`src/rtl/instr_fetch_unit.sv`:
```
// PC/fetch stage: presents pc to a combinational imem, registers {instr, pc} toward decode over valid/ready.
// Latency 1 clk pc->out_*, 1 instr/cycle; stalls hold pc and out_* while out_valid&&!out_ready. Optional macro FETCH_JMP_PREDECODE_EN.
module instr_fetch_unit #(
    parameter int                 ADDR_W    = 32,
    parameter int                 MEM_DEPTH = 11,
    parameter logic [ADDR_W-1:0]  RESET_PC  = '0,
    parameter logic [5:0]         HALT_OP   = 6'h3F
) (
    input  logic              clk,
    input  logic              rst_n,
    output logic [ADDR_W-1:0] imem_addr,
    input  logic [31:0]       imem_instr,
    input  logic              redirect_valid,
    input  logic [ADDR_W-1:0] redirect_pc,
    output logic              out_valid,
    input  logic              out_ready,
    output logic [31:0]       out_instr,
    output logic [ADDR_W-1:0] out_pc,
    output logic              halted
);

    typedef enum logic [1:0] {
        ST_BOOT   = 2'd0,
        ST_RUN    = 2'd1,
        ST_HALTED = 2'd2
    } state_t;

    localparam logic [ADDR_W-1:0] LAST_PC = ADDR_W'(MEM_DEPTH - 1);
`ifdef FETCH_JMP_PREDECODE_EN
    localparam logic [5:0] JMP_OP = 6'h02;
`endif

    state_t            state_q, state_d;
    logic [ADDR_W-1:0] pc_q, pc_d;
    logic              out_valid_q, out_valid_d;
    logic [31:0]       out_instr_q, out_instr_d;
    logic [ADDR_W-1:0] out_pc_q, out_pc_d;
    logic              halted_q, halted_d;

    logic              load;
    logic [5:0]        opcode;
    logic [ADDR_W-1:0] pc_inc;

    assign load   = !out_valid_q || out_ready;
    assign opcode = imem_instr[31:26];
    // Wrap applies only here; redirect and jump targets are taken verbatim.
    assign pc_inc = (pc_q == LAST_PC) ? '0 : pc_q + ADDR_W'(1);

    always_comb begin
        state_d     = state_q;
        pc_d        = pc_q;
        out_valid_d = out_valid_q;
        out_instr_d = out_instr_q;
        out_pc_d    = out_pc_q;
        halted_d    = halted_q;

        unique case (state_q)
            ST_BOOT: begin
                state_d = ST_RUN;
            end
            ST_RUN: begin
                if (load) begin
`ifdef FETCH_JMP_PREDECODE_EN
                    if (opcode == JMP_OP) begin
                        pc_d        = ADDR_W'(imem_instr[24:0]);
                        out_valid_d = 1'b0;
                    end else
`endif
                    begin
                        out_instr_d = imem_instr;
                        out_pc_d    = pc_q;
                        out_valid_d = 1'b1;
                        if (opcode == HALT_OP) begin
                            state_d  = ST_HALTED;
                            halted_d = 1'b1;
                        end else begin
                            pc_d = pc_inc;
                        end
                    end
                end
            end
            ST_HALTED: begin
                halted_d = 1'b1;
                if (out_valid_q && out_ready) begin
                    out_valid_d = 1'b0;
                end
            end
            default: begin
                state_d = ST_BOOT;
            end
        endcase

        // Redirect overrides everything after the boot bubble, including a stalled output.
        if (redirect_valid && (state_q != ST_BOOT)) begin
            pc_d        = redirect_pc;
            out_valid_d = 1'b0;
            state_d     = ST_RUN;
            halted_d    = 1'b0;
        end
    end

    always_ff @(posedge clk or negedge rst_n) begin
        if (!rst_n) begin
            state_q     <= ST_BOOT;
            pc_q        <= RESET_PC;
            out_valid_q <= 1'b0;
            out_instr_q <= '0;
            out_pc_q    <= '0;
            halted_q    <= 1'b0;
        end else begin
            state_q     <= state_d;
            pc_q        <= pc_d;
            out_valid_q <= out_valid_d;
            out_instr_q <= out_instr_d;
            out_pc_q    <= out_pc_d;
            halted_q    <= halted_d;
        end
    end

    assign imem_addr = pc_q;
    assign out_valid = out_valid_q;
    assign out_instr = out_instr_q;
    assign out_pc    = out_pc_q;
    assign halted    = halted_q;

endmodule

```
`config.mk`:
```
export PLATFORM = sky130hd
export DESIGN_NAME = instr_fetch_unit
export DESIGN_NICKNAME = d
export VERILOG_FILES = /design/src/rtl/instr_fetch_unit.sv
export SDC_FILE = /design/constraint.sdc
export NUM_CORES = 1
export LEC_CHECK = 0
export ABC_AREA = 1
export CAP_MARGIN = 15
export CORE_MARGIN = 10
export CORE_UTILIZATION = 25
export CTS_CLUSTER_DIAMETER = 150
export DETAILED_ROUTE_END_ITERATION = 8
export GPL_ROUTABILITY_DRIVEN = 0
export PLACE_DENSITY_LB_ADDON = 0.2
export SLEW_MARGIN = 25
export SYNTH_ARGS = -nofsm -noshare
export SYNTH_HDL_FRONTEND = slang
export SYNTH_SLANG_ARGS = --single-unit
export TNS_END_PERCENT = 30
```
`constraint.sdc`:
```
create_clock -name clk -period 3.6 [get_ports clk]
set_input_delay 0.72 -clock clk [delete_from_list [all_inputs] [get_ports clk]]
set_output_delay 0.72 -clock clk [all_outputs]
set_load 0.03 [all_outputs]
```
* Word level (Yosys, flattened, before mapping)
Index checks and enable logic that the tools add are counted.
** Word-level totals
- Flip-flop bits (word level) :: 100
- Bits in latches :: 0
- Memory bits (writable) :: 0
- Bits in read-only memories :: 0
- Input bits :: 68
- Output and inout port bits :: 98
- Logic and storage cells :: 47
- Memories :: 0
** Cells by class
- Add/subtract/negate cells :: 1
- Multipliers :: 0
- Divide/modulo/power cells :: 0
- Magnitude comparators :: 0
- Eq/ne operators :: 9
- Shift operators :: 0
- Mux-type cells :: 17
- Bitwise operators :: 0
- Reductions and logical operators :: 14
** Operator list (count)
- $mux 32 :: 5
- $add 32x1->32 const B :: 1
- $eq 32x4->1 const B :: 1
- $reduce_and 3->1 :: 4
- $ne 3x3->1 const B :: 3
- $eq 6x6->1 const B :: 1
- $mux 1 :: 6
- $mux 2 :: 3
- $pmux 2 s3 :: 1
- $reduce_bool 2->1 :: 3
- $pmux 1 s2 :: 2
- $reduce_bool 3->1 :: 1
- $eq 2x1->1 const B :: 1
- $eq 2x2->1 const B :: 1
- $logic_and 1x1->1 :: 2
- $logic_not 2->1 :: 1
- $ne 2x1->1 const B :: 1
- $ne 2x2->1 const B :: 1
- $reduce_and 2->1 :: 1
- $logic_not 1->1 :: 1
- $logic_or 1x1->1 :: 1

* Logic depth before layout (Yosys ltp)
- Word-level depth :: 6
- Mapped depth :: 10

* Worst setup path after synthesis
Ideal clock, no wire load.
- Path type :: reg2reg
- Start point :: register pc_q[1] (netlist: imem_addr[1])
- End point :: register pc_q[24] (netlist: imem_addr[24])
- Library setup time :: 0.125 ns
- Arrival time :: 1.614 ns
- Required time :: 3.475 ns
- Slack :: 1.862 ns
- Cell stages (with the launch flop) :: 11
- Buffers on the path :: 0
- Period minus slack after synthesis :: 1.738 ns
- Cells stage by stage :: dfrtp_1 -> ha_1 -> nand2_2 -> nor2_4 -> nand2_2 -> nor2_4 -> nand2_1 -> nand2_1 -> nand2_1 -> nand3_1 -> nand3_1
** On the way
- Word-level cells in the longest chain between the ends :: 6
- Elaborated cells between the ends (all ways) :: 7
- Classes of those cells :: add/sub (1); eq/ne (1); mux (5)
** Ends and longest elaborated chain
- start: declaration :: RTL line 34 : logic [ADDR_W-1:0] pc_q, pc_d;
- start signal: assignment :: RTL line 112 : pc_q <= pc_d;
- $add 32x1->32 or $eq 32x4->1 (tied branches) :: RTL line 47 : assign pc_inc = (pc_q == LAST_PC) ? '0 : pc_q + ADDR_W'(1);
- $mux 32 * :: RTL line 47
- $mux 32 * :: RTL line 73 : if (opcode == HALT_OP) begin
- $mux 32 * :: RTL line 62 : if (load) begin
- $mux 32 * :: RTL line 57 : unique case (state_q)
- $mux 32 * :: RTL line 94 : if (redirect_valid && (state_q != ST_BOOT)) begin
Mark *: on every way between the ends. The rest lies on a longest branch, timed or not. The select of a mux whose other input is x is not followed.
A chain may end at the register's enable or synchronous reset.

* Final worst setup path
- Start point :: register pc_q[11] (netlist: imem_addr[11])
- End point :: output imem_addr[11]
** RTL lines
- end: declaration :: RTL line 11 : output logic [ADDR_W-1:0] imem_addr,
No word-level cell between the ends.

==> out/results.ini <==
[outcome]
outcome=finished, final reports clean

[route]
detail_route.wl_per_cell_um=16.6
drtIter0Drc=396
route.detailed.drc=0
number_of_nets_with_antenna_violations_after_detailed_routing=0
routed_wl_um=18800
route.vias.total=5015
routed_via_density=4.44
drtPass1Iterations=5

[yosys]
synthAdderAreaFrac_pct=0.482
post_synth.cell_area_avg_um2=7.44
dominant_combinational_cell_family_by_area_after_synthesis=simple AND/OR/NAND/NOR gates
yosys.area_share.simple_pct=37.5
post_synth_num_cell_types=27
synth.net_count=767
synthCells=697
mux_share_of_post_synthesis_cell_area_pct=0.579
number_of_flip_flops_and_latches_in_the_synthesized_netlist=100
yosysSeqAreaShare_pct=48.2
ys_warn_count=0
area_fraction_in_compound_gates_after_synthesis_pct=6.12
post_synth_xor_area_fraction_pct=1.01
synthesized_cell_area_um2=5190

[clocking]
cts_max_path_buffers=2
cts_made_buffers=9
clock_latency_ns=0.35
clk_transition_reported_paths_ns=0.08
cts_root_buf=clkbuf_16
clkSinkCount=100
tritoncts_clock_tree=done
cts-resized-gates=0
post_cts_setup_repair_bufs=0
htreeDepth=3
cts_hold_buffers=0

[die]
area_of_the_die_um2=26900
boundary_pins=166
start_util_pct=25.6
row_count=52
floorplan.die.width_um=164
die_h_um=164
floorplan.core_area_um2=20300

[timing]
finalWorstPathRequiredPeriod_ns=2.38
drv_slew=0
rsz0062_at_grt=no
clock-skew-final_ns=0.00969
setup_violations=0
post_route_fraction_of_the_period_consumed_by_the_critical_path_pct=66.1
max_freq_ghz=0.420
setup_tns_ns=0
hold_viol_final=0
finalWorstSetupSlack_ns=1.22
tightestPinTransition_ns=0.739
slew_headroom_pct=50.7

[global_route]
grt_max_degree=56
first_global_vias=4958
grtUsageTotal_pct=13.8
wire_length_of_the_first_global_routing_pass_um=29000
grt_antenna_before_repair=0
grt_remaining_overflow=0

[flow_run]
max-cap-violations=0

[final_layout]
final_net_count=925
area.growth.synth_to_final_pct=43.1
drive_gt1_share_pct=5.93
layout.cells.most_common=nand2_1
diodes=0
nFillCells=2161
final_cell_mix=287 x nand2_1, 164 x clkdlybuf4s50_1, 100 x dfrtp_1, 66 x nor2_1, 46 x inv_1

[worst_setup_path]
critPathLaunchType=register
critical_path.startpoint=imem_addr[11]
worstSetupPathType=register to output port
worstPathArrival_ns=1.66
setup_crit_end_kind=output port
critical_path_peak_fanout=7
worst_ep_required_time_ns=2.88
worstPathCellList=clkdlybuf4s50_1
worst_path_max_delay_cell=clkdlybuf4s50_1
critical_path.reg2reg.startpoint=imem_addr[1]
worst_path_dominant_cell_family=buffers and inverters
crit_path_buffers_inverters=1
slowest_delay_ns=0.77

[placement]
pre_cts_slack_ns=0.926
port_buffers=165
dp_hpwl_um=14300

[power_and_ir_drop]
vdd_ir_drop_max_uv=388
power_density_nw_per_um2=1020
power.leakage_nw=3.36

[worst_hold_path]
hold_class=primary input to async pin

==> stage by stage <==
stage / cells / hold slack [ns] / power [mW] / area (um^2) / utilization (%)
6_report: 1130 / 0.404 / 7.56 / 7420 / 36.6
5_1_grt: 1130 / 0.470 / 8.12 / 7420 / 36.6
4_1_cts: 1130 / 0.440 / 7.66 / 7420 / 36.6
3_5_place_dp: 1114 / 0.457 / 6.61 / 7120 / 35.1
3_3_place_gp: 1114 / 0.452 / 6.58 / 7120 / 35.1
2_1_floorplan: 697 / 0.424 / 4.72 / 5190 / -
==> registers in the layout (all words and copies together), names as in the netlist <==
name / flops
halted: 1
imem_addr: 32
out_instr: 32
out_pc: 32
out_valid: 1
state_q: 2
==> final cells by class <==
class,instances,area (um^2),share of cell area [%]
multi-input combinational,521,2380,32.0
timing repair buffer,172,1710,23.1
clock inverter,5,60.1,0.809
clock buffer,11,243,3.27
inverter,51,191,2.58
tap,270,338,4.55
sequential,100,2500,33.7
==> per-layer routing <==
metal / share of wire (%) / up-vias / track usage (%)
met5: 0 / - / 0
met4: 1.4 / 0 / 3.82
met3: 5.9 / 14 / 3.20
met2: 44 / 144 / 21.3
met1: 49 / 2310 / 18.9
li1: - / 2547 / -
==> logic make-up after synthesis <==
| group | after synthesis |
|---|---|
| buffers and inverters | 76 |
| AO/OA/AOI/OAI | 58 |
| adder cells (fa/ha/maj) | 2 |
| AND/OR/NAND/NOR | 452 |
| multiplexers | 3 |
| XOR/XNOR | 6 |
| flip-flops | 100 |
==> worst paths after layout <==
path | endpoint | slack (ns) | depth (start not counted)
min in group clk | out_pc[15] | 0.47 | 2
worst max register to register | imem_addr[28] | 1.59 | 8
worst min-delay path | out_pc[1] | 0.40 | 1
worst max-delay path | imem_addr[11] | 1.22 | 1
max in group asynchronous | imem_addr[24] | 2.37 | 2
worst min register to register | out_pc[15] | 0.47 | 2
==> power by group <==
group	internal, mW	total [mW]	switching [mW]	leakage [nW]
Clock	0.562	1.03	0.466	0.146
Sequential	1.68	2.26	0.577	1.21
Combinational	1.54	4.28	2.74	2.00
Total	3.78	7.56	3.78	3.36
==> cells in the mapped netlist <==
| cell | n | share of area (%) |
|---|---|---|
| nand2_1 | 287 | 21 |
| dfrtp_1 | 100 | 48 |
| nor2_1 | 67 | 4.8 |
| inv_1 | 46 | 3.3 |
| nand3_1 | 43 | 4.1 |
| o21ai_1 | 31 | 3.0 |
| nand4_1 | 29 | 3.5 |
| buf_2 | 16 | 1.5 |
| o21ai_0 | 9 | 0.87 |
| a21oi_1 | 8 | 0.77 |
| nor2_4 | 8 | 1.7 |
| clkbuf_1 | 7 | 0.51 |
| o211ai_1 | 7 | 1.0 |
| nand2_2 | 6 | 0.72 |
| xor2_1 | 6 | 1.0 |
| inv_2 | 5 | 0.36 |
| nor3_1 | 4 | 0.39 |
| mux2i_1 | 3 | 0.58 |
| nor2_2 | 3 | 0.36 |
| a21oi_2 | 2 | 0.34 |
| buf_4 | 2 | 0.29 |
| ha_1 | 2 | 0.48 |
| nand2_4 | 2 | 0.43 |
| and2_1 | 1 | 0.12 |
| nand3b_1 | 1 | 0.14 |
| nor2_8 | 1 | 0.39 |
| o21a_1 | 1 | 0.14 |
Power figures use the tool's default switching activity.
